### config.mk
export PLATFORM = sky130hd
export DESIGN_NAME = z80_io_tx_fifo_flat
export DESIGN_NICKNAME = d
export VERILOG_FILES = /design/src/rtl/z80_io_tx_fifo_if.sv /design/src/rtl/z80_io_tx_fifo.sv /design/src/flat_wrapper.sv
export SDC_FILE = /design/constraint.sdc
export NUM_CORES = 1
export LEC_CHECK = 0
export CAP_MARGIN = 20
export CORE_MARGIN = 2
export CORE_UTILIZATION = 60
export CTS_BUF_LIST = sky130_fd_sc_hd__clkbuf_16
export DETAILED_ROUTE_END_ITERATION = 6
export PLACE_DENSITY = 0.82
export SLEW_MARGIN = 0
export SYNTH_ARGS = -nofsm -noshare
export SYNTH_HDL_FRONTEND = slang
export SYNTH_SLANG_ARGS = --single-unit
### constraint.sdc
create_clock -name clk -period 8.06 [get_ports clk]
set_clock_uncertainty 0.15 [all_clocks]
set_input_delay 1.612 -clock clk [delete_from_list [all_inputs] [get_ports clk]]
set_output_delay 1.612 -clock clk [all_outputs]
set_load 0.02 [all_outputs]
### src/rtl/z80_io_tx_fifo_if.sv
// Z80 I/O bus and per-channel transmit byte streams for z80_io_tx_fifo.
// The peripheral connects through the slave modport and the CPU/consumer side through master.
interface z80_io_tx_fifo_if #(
    parameter int NUM_CH = 2
);
    logic                  iorq_n;
    logic                  m1_n;
    logic                  rd_n;
    logic                  wr_n;
    logic [7:0]            addr;
    logic [7:0]            cpu_do;
    logic [7:0]            io_di;
    logic                  io_sel;
    logic [NUM_CH-1:0]     tx_valid;
    logic [8*NUM_CH-1:0]   tx_data;
    logic [NUM_CH-1:0]     tx_ready;

    modport master (
        output iorq_n, m1_n, rd_n, wr_n,
        output addr, cpu_do, tx_ready,
        input  io_di, io_sel,
        input  tx_valid, tx_data
    );

    modport slave (
        input  iorq_n, m1_n, rd_n, wr_n,
        input  addr, cpu_do, tx_ready,
        output io_di, io_sel,
        output tx_valid, tx_data
    );
endinterface

### src/rtl/z80_io_tx_fifo.sv
// I/O-mapped multi-channel transmit FIFO for the tv80s bus.
// OUT pushes bytes, the status port reports full/overflow and takes flush/clear.
module z80_io_tx_fifo #(
    parameter int         NUM_CH    = 2,
    parameter int         DEPTH     = 8,
    parameter logic [7:0] BASE_PORT = 8'h10
) (
    input  logic               clk,
    input  logic               reset_n,
    z80_io_tx_fifo_if.slave    bus
);
    localparam int AW = $clog2(DEPTH);
    localparam int CW = AW + 1;

    logic              wr_act;
    logic              rd_act;
    logic              wr_prev;
    logic              wr_evt;
    logic              st_hit;
    logic [NUM_CH-1:0] dat_hit;
    logic [NUM_CH-1:0] full;
    logic [NUM_CH-1:0] ovf;
    logic [7:0]        sat [NUM_CH];
    logic [7:0]        io_di;
    logic              io_sel;

    assign wr_act = ~bus.iorq_n & ~bus.wr_n & bus.m1_n;
    assign rd_act = ~bus.iorq_n & ~bus.rd_n & bus.m1_n;
    assign st_hit = bus.addr == (BASE_PORT + 8'd4);

    // An OUT cycle spans several clocks; only its first edge is an event.
    assign wr_evt = wr_act & ~wr_prev;

    always_ff @(posedge clk or negedge reset_n) begin
        if (!reset_n) begin
            wr_prev <= 1'b0;
        end else begin
            wr_prev <= wr_act;
        end
    end

    for (genvar c = 0; c < NUM_CH; c++) begin : g_ch
        localparam logic [7:0] PORT = BASE_PORT + 8'(c);

        logic [7:0]    mem [DEPTH];
        logic [AW-1:0] wptr;
        logic [AW-1:0] rptr;
        logic [CW-1:0] cnt;
        logic [8:0]    cnt9;
        logic          ovf_r;
        logic          push;
        logic          flush;
        logic          clr;
        logic          pop;
        logic          take;

        assign dat_hit[c] = bus.addr == PORT;
        assign push  = wr_evt & dat_hit[c];
        assign flush = wr_evt & st_hit & bus.cpu_do[c];
        assign clr   = wr_evt & st_hit & bus.cpu_do[4+c];
        assign full[c] = cnt == CW'(DEPTH);
        assign pop   = (cnt != '0) & bus.tx_ready[c];
        // A pop on a full FIFO frees the slot for a push on the same edge.
        assign take  = push & ~flush & (~full[c] | pop);

        always_ff @(posedge clk) begin
            if (take) begin
                mem[wptr] <= bus.cpu_do;
            end
        end

        always_ff @(posedge clk or negedge reset_n) begin
            if (!reset_n) begin
                wptr  <= '0;
                rptr  <= '0;
                cnt   <= '0;
                ovf_r <= 1'b0;
            end else begin
                if (flush) begin
                    wptr <= '0;
                    rptr <= '0;
                    cnt  <= '0;
                end else begin
                    if (take) wptr <= wptr + 1'b1;
                    if (pop)  rptr <= rptr + 1'b1;
                    cnt <= cnt + CW'(take) - CW'(pop);
                end
                if (clr) begin
                    ovf_r <= 1'b0;
                end else if (push & ~flush & ~take) begin
                    ovf_r <= 1'b1;
                end
            end
        end

        assign cnt9   = 9'(cnt);
        assign sat[c] = cnt9[8] ? 8'hFF : cnt9[7:0];
        assign ovf[c] = ovf_r;
        assign bus.tx_valid[c] = cnt != '0;
        assign bus.tx_data[8*c +: 8] = mem[rptr];
    end

    always_comb begin
        io_sel = 1'b0;
        io_di  = 8'h00;
        if (rd_act) begin
            if (st_hit) begin
                io_sel = 1'b1;
                for (int c = 0; c < NUM_CH; c++) begin
                    io_di[c]   = full[c];
                    io_di[4+c] = ovf[c];
                end
            end else begin
                for (int c = 0; c < NUM_CH; c++) begin
                    if (dat_hit[c]) begin
                        io_sel = 1'b1;
                        io_di  = sat[c];
                    end
                end
            end
        end
    end

    assign bus.io_di  = io_di;
    assign bus.io_sel = io_sel;
endmodule
### src/flat_wrapper.sv
// flat-port wrapper written by rule: the top's interface ports become plain ports
module z80_io_tx_fifo_flat 
#(
    parameter int         NUM_CH    = 2,
    parameter int         DEPTH     = 8,
    parameter logic [7:0] BASE_PORT = 8'h10
)
  (clk, reset_n, bus_iorq_n, bus_m1_n, bus_rd_n, bus_wr_n, bus_addr, bus_cpu_do, bus_tx_ready, bus_io_di, bus_io_sel, bus_tx_valid, bus_tx_data);
  z80_io_tx_fifo_if #(.NUM_CH(NUM_CH)) bus_i ();
  input  logic clk;
  input  logic reset_n;
  input wire logic [$bits(bus_i.iorq_n)-1:0] bus_iorq_n;
  input wire logic [$bits(bus_i.m1_n)-1:0] bus_m1_n;
  input wire logic [$bits(bus_i.rd_n)-1:0] bus_rd_n;
  input wire logic [$bits(bus_i.wr_n)-1:0] bus_wr_n;
  input wire logic [$bits(bus_i.addr)-1:0] bus_addr;
  input wire logic [$bits(bus_i.cpu_do)-1:0] bus_cpu_do;
  input wire logic [$bits(bus_i.tx_ready)-1:0] bus_tx_ready;
  output wire logic [$bits(bus_i.io_di)-1:0] bus_io_di;
  output wire logic [$bits(bus_i.io_sel)-1:0] bus_io_sel;
  output wire logic [$bits(bus_i.tx_valid)-1:0] bus_tx_valid;
  output wire logic [$bits(bus_i.tx_data)-1:0] bus_tx_data;
  assign bus_i.iorq_n = bus_iorq_n;
  assign bus_i.m1_n = bus_m1_n;
  assign bus_i.rd_n = bus_rd_n;
  assign bus_i.wr_n = bus_wr_n;
  assign bus_i.addr = bus_addr;
  assign bus_i.cpu_do = bus_cpu_do;
  assign bus_i.tx_ready = bus_tx_ready;
  assign bus_io_di = bus_i.io_di;
  assign bus_io_sel = bus_i.io_sel;
  assign bus_tx_valid = bus_i.tx_valid;
  assign bus_tx_data = bus_i.tx_data;
  z80_io_tx_fifo #(.NUM_CH(NUM_CH), .DEPTH(DEPTH), .BASE_PORT(BASE_PORT)) u_core (.clk(clk), .reset_n(reset_n), .bus(bus_i));
endmodule
==> impl_metrics.toml <==
[critical_path]
critical_path_peak_fanout = 9
slowest_delay_ns = 0.61
arrival_ns = 3.76
crit_family = "buffers and inverters"
worstSetupPathType = "in -> out"
required_ns = 6.30
slowest_stage = "clkdlybuf4s50_1"
crit_buf_inv = 2
cp-end-kind = "output pin"
cp_common_cell = "clkdlybuf4s50_1"
startpoint_type = "input pin"
cp_cell_sequence = "clkdlybuf4s50_1 > nor4b_4 > and4_1 > a32oi_1 > nor2_1 > clkdlybuf4s50_1"

[layout]
syn_to_final_growth_pct = 20.4
n_fill_cell = 648
drive_gt1_share_pct = 21.9
layout.nets = 486
multiInputGateArea_sq_mm = 0.00194
antenna_cells = 0
regArea_sq_mm = 0.00442

[sta]
setup_viol = 0
tightest_slew_ns = 1.01
finalSetupTns_ns = 0
fin_crit_ns = 5.52
max_freq_mhz = 181
rsz0062_at_grt = "no"
slew_headroom_pct = 32.3
timing.final.max_slew_violations = 0
fin_crit_sh_pct = 68.5
hold_viol = 0

[clock_network]
holdBufCountCts = 0
htree_levels = 4
cts_max_path_buffers = 2
worst_skew_pair.late_latency_ns = 0.41
cts_buffers = 17
cts.repair.resized = 0
clk_pin_slew_ns = 0.06
postCtsSetupRepairBufs = 0
cts_tree = "done"
cts-root-buf = "clkbuf_16"
clkSinkCount = 151

[logic_synthesis]
synth_top_family_by_area = "multiplexers"
synth-seq-cells = 151
postSynthAreaPerCell_sq_um = 17.2
synth_enable_flop_cells = 128
syn_inst = 379
yosysWarnings = 0
synth_mux_area_share_pct = 14.3
synth-simple-area-share_pct = 7.62
synthAdderAreaFrac_pct = 3.69
synth_compound_area_share_pct = 2.98
synthFlopType = "edfxtp_1"
synthArstFlopShare_pct = 15.2
synthDistinctLibCells = 48
yosysSeqAreaShare_pct = 67.8
syn_area_sq_mm = 0.00651
yosys.area_share.xor_xnor_pct = 1.08

[placed_design]
portBuffers = 48
dp_hpwl_um = 7960
gp_congestion = 0.766

[power_and_ir_drop]
power.density_mw_per_mm2 = 324
power.total_mw = 2.54
ir_worst_vdd_mv = 0.211
power.leakage_nw = 2.81

[status]
outcome = "completed"

[global_routing]
grt_usage_pct = 24.9
grt_max_degree = 24
grt_pass1_vias = 3740
grt_first_pass_wirelength_um = 20700
grt_overflow = 0
antenna_found_initial = 0

[route]
wire_per_inst_um = 22.1
first_pass_iters = 4
drc = 0
vias_per_cell = 6.08
wl_um = 13200
postRouteAntennaNets = 0
vias = 3631
drt_iter0_drc = 366

[floorplanning]
die_h_um = 108
ios = 51
start_util_pct = 60.9
die_w_um = 108
core_area_sq_mm = 0.0107
rows = 38
die-area_sq_mm = 0.0117

[worst_hold_path]
hp-class = "reg -> reg"

[run]
maxCapViolCount = 0
[cell usage in the layout, fill, tap and decap left out, types with 2 or more instances in the layout]
cell type	netlist	final
and3_1	5	5
edfxtp_1	128	128
nand4_1	2	2
o21ai_0	6	6
and2_1	3	3
mux2i_1	3	3
bufinv_16	0	4
buf_4	2	11
fa_1	2	2
conb_1	1	2
nand2_1	11	11
ha_1	16	16
clkinv_2	0	3
mux2_2	16	16
dfrtp_1	23	23
a21oi_1	7	7
a21o_1	2	2
nand2b_1	4	4
xnor2_1	4	4
nand3_1	9	9
a32oi_1	2	2
buf_16	0	2
xor2_1	4	4
nor3_1	11	11
and4_1	3	3
nor2b_1	4	4
mux4_2	32	32
clkinv_1	0	2
clkbuf_16	0	17
clkdlybuf4s50_1	0	48
inv_1	20	24
nor4_1	5	5
nor4b_4	2	2
nor2_1	19	19
or3b_2	3	3
[metal layers]
metal	up-vias	share of wire, %	GRT usage [%]
li1	1604	-	-
met1	1834	41	33.7
met2	168	51	39.3
met3	25	6.7	5.85
met4	0	1.8	10.7
met5	-	0	0
[logic make-up after synthesis]
group	after synthesis
XOR/XNOR	8
AND/OR/NAND/NOR	85
adder cells (fa/ha/maj)	18
buffers and inverters	38
multiplexers	51
other	1
AO/OA/AOI/OAI	27
flip-flops	151
[final timing paths]
path                            slack [ns]  cells past startpoint                                  to                              from
worst max-delay path                  2.54                      6                        bus_io_di[0]                       bus_addr[3]
worst min-delay path                  0.44                      1    u_core.g_ch[0].ovf_r$_DFFE_PN0P_  u_core.g_ch[0].ovf_r$_DFFE_PN0P_
worst max register to register        5.23                     10     u_core.g_ch[0].cnt[2]$_DFF_PN0_   u_core.g_ch[0].cnt[2]$_DFF_PN0_
worst min register to register        0.44                      1    u_core.g_ch[0].ovf_r$_DFFE_PN0P_  u_core.g_ch[0].ovf_r$_DFFE_PN0P_
max in group asynchronous             6.03                      2  u_core.g_ch[1].rptr[2]$_DFFE_PN0P_                           reset_n
min in group asynchronous             1.32                      1     u_core.g_ch[0].cnt[2]$_DFF_PN0_                           reset_n
[layout make-up]
cell class | instances | share of cell area (%)
clock buffer | 17 | 5.42
clock inverter | 15 | 2.22
inverter | 21 | 1.00
multi-input combinational | 191 | 24.7
sequential | 151 | 56.3
tap | 140 | 2.23
timing repair buffer | 62 | 8.07
[cell usage after synthesis (3+ instances only)]
cell / count / area [sq um]
buf_1: 3 / 11.3
nor4_1: 5 / 31.3
or3b_2: 3 / 26.3
nor2b_1: 4 / 25.0
inv_1: 20 / 75.1
and3_1: 5 / 31.3
nand2_1: 11 / 41.3
edfxtp_1: 128 / 3840
nand3_1: 9 / 45.0
mux2_2: 16 / 180
nor3_1: 11 / 55.1
o21ai_0: 6 / 30.0
buf_2: 7 / 35.0
xor2_1: 4 / 35.0
mux2i_1: 3 / 30.0
xnor2_1: 4 / 35.0
clkbuf_1: 4 / 15.0
dfrtp_1: 23 / 576
and2_1: 3 / 18.8
ha_1: 16 / 200
nand2b_1: 4 / 25.0
and4_1: 3 / 26.3
nor2_1: 19 / 71.3
mux4_2: 32 / 721
a21oi_1: 7 / 35.0
[worst reg2reg max path, cell delays in order (launching register included)]
cell and delay, ns:
dfrtp_1 0.39, inv_1 0.11, ha_1 0.17, or3b_2 0.51, o211a_1 0.28, nand2_1 0.19, inv_1 0.07, ha_1 0.22
fa_1 0.40, xnor2_1 0.17, nor2_1 0.06
[sequential cells by signal, indices dropped and copies added, names as in the netlist]
signal,cells
u_core.g_ch.wptr,6
u_core.g_ch.mem,128
u_core.g_ch.ovf_r,2
u_core.g_ch.cnt,8
u_core.g_ch.rptr,6
u_core.wr_prev,1
[power breakdown]
part	switching (mW)	internal (mW)	total (mW)
clock network	0.293	0.509	0.803
registers	0.113	0.887	1.00
logic	0.312	0.427	0.739
total	0.719	1.82	2.54
[per-stage QoR]
step	util [%]	setup slack, ns	area (sq um)	std cells	hold WS (ns)
2_1_floorplan	-	3.56	6520	380	0.357
3_3_place_gp	67.1	2.59	7180	562	0.408
3_5_place_dp	67.3	2.55	7200	563	0.424
4_1_cts	72.9	2.54	7800	595	0.438
5_1_grt	73.3	2.38	7850	597	0.466
6_report	73.3	2.54	7850	597	0.438
(Power assumes the default switching activity.)
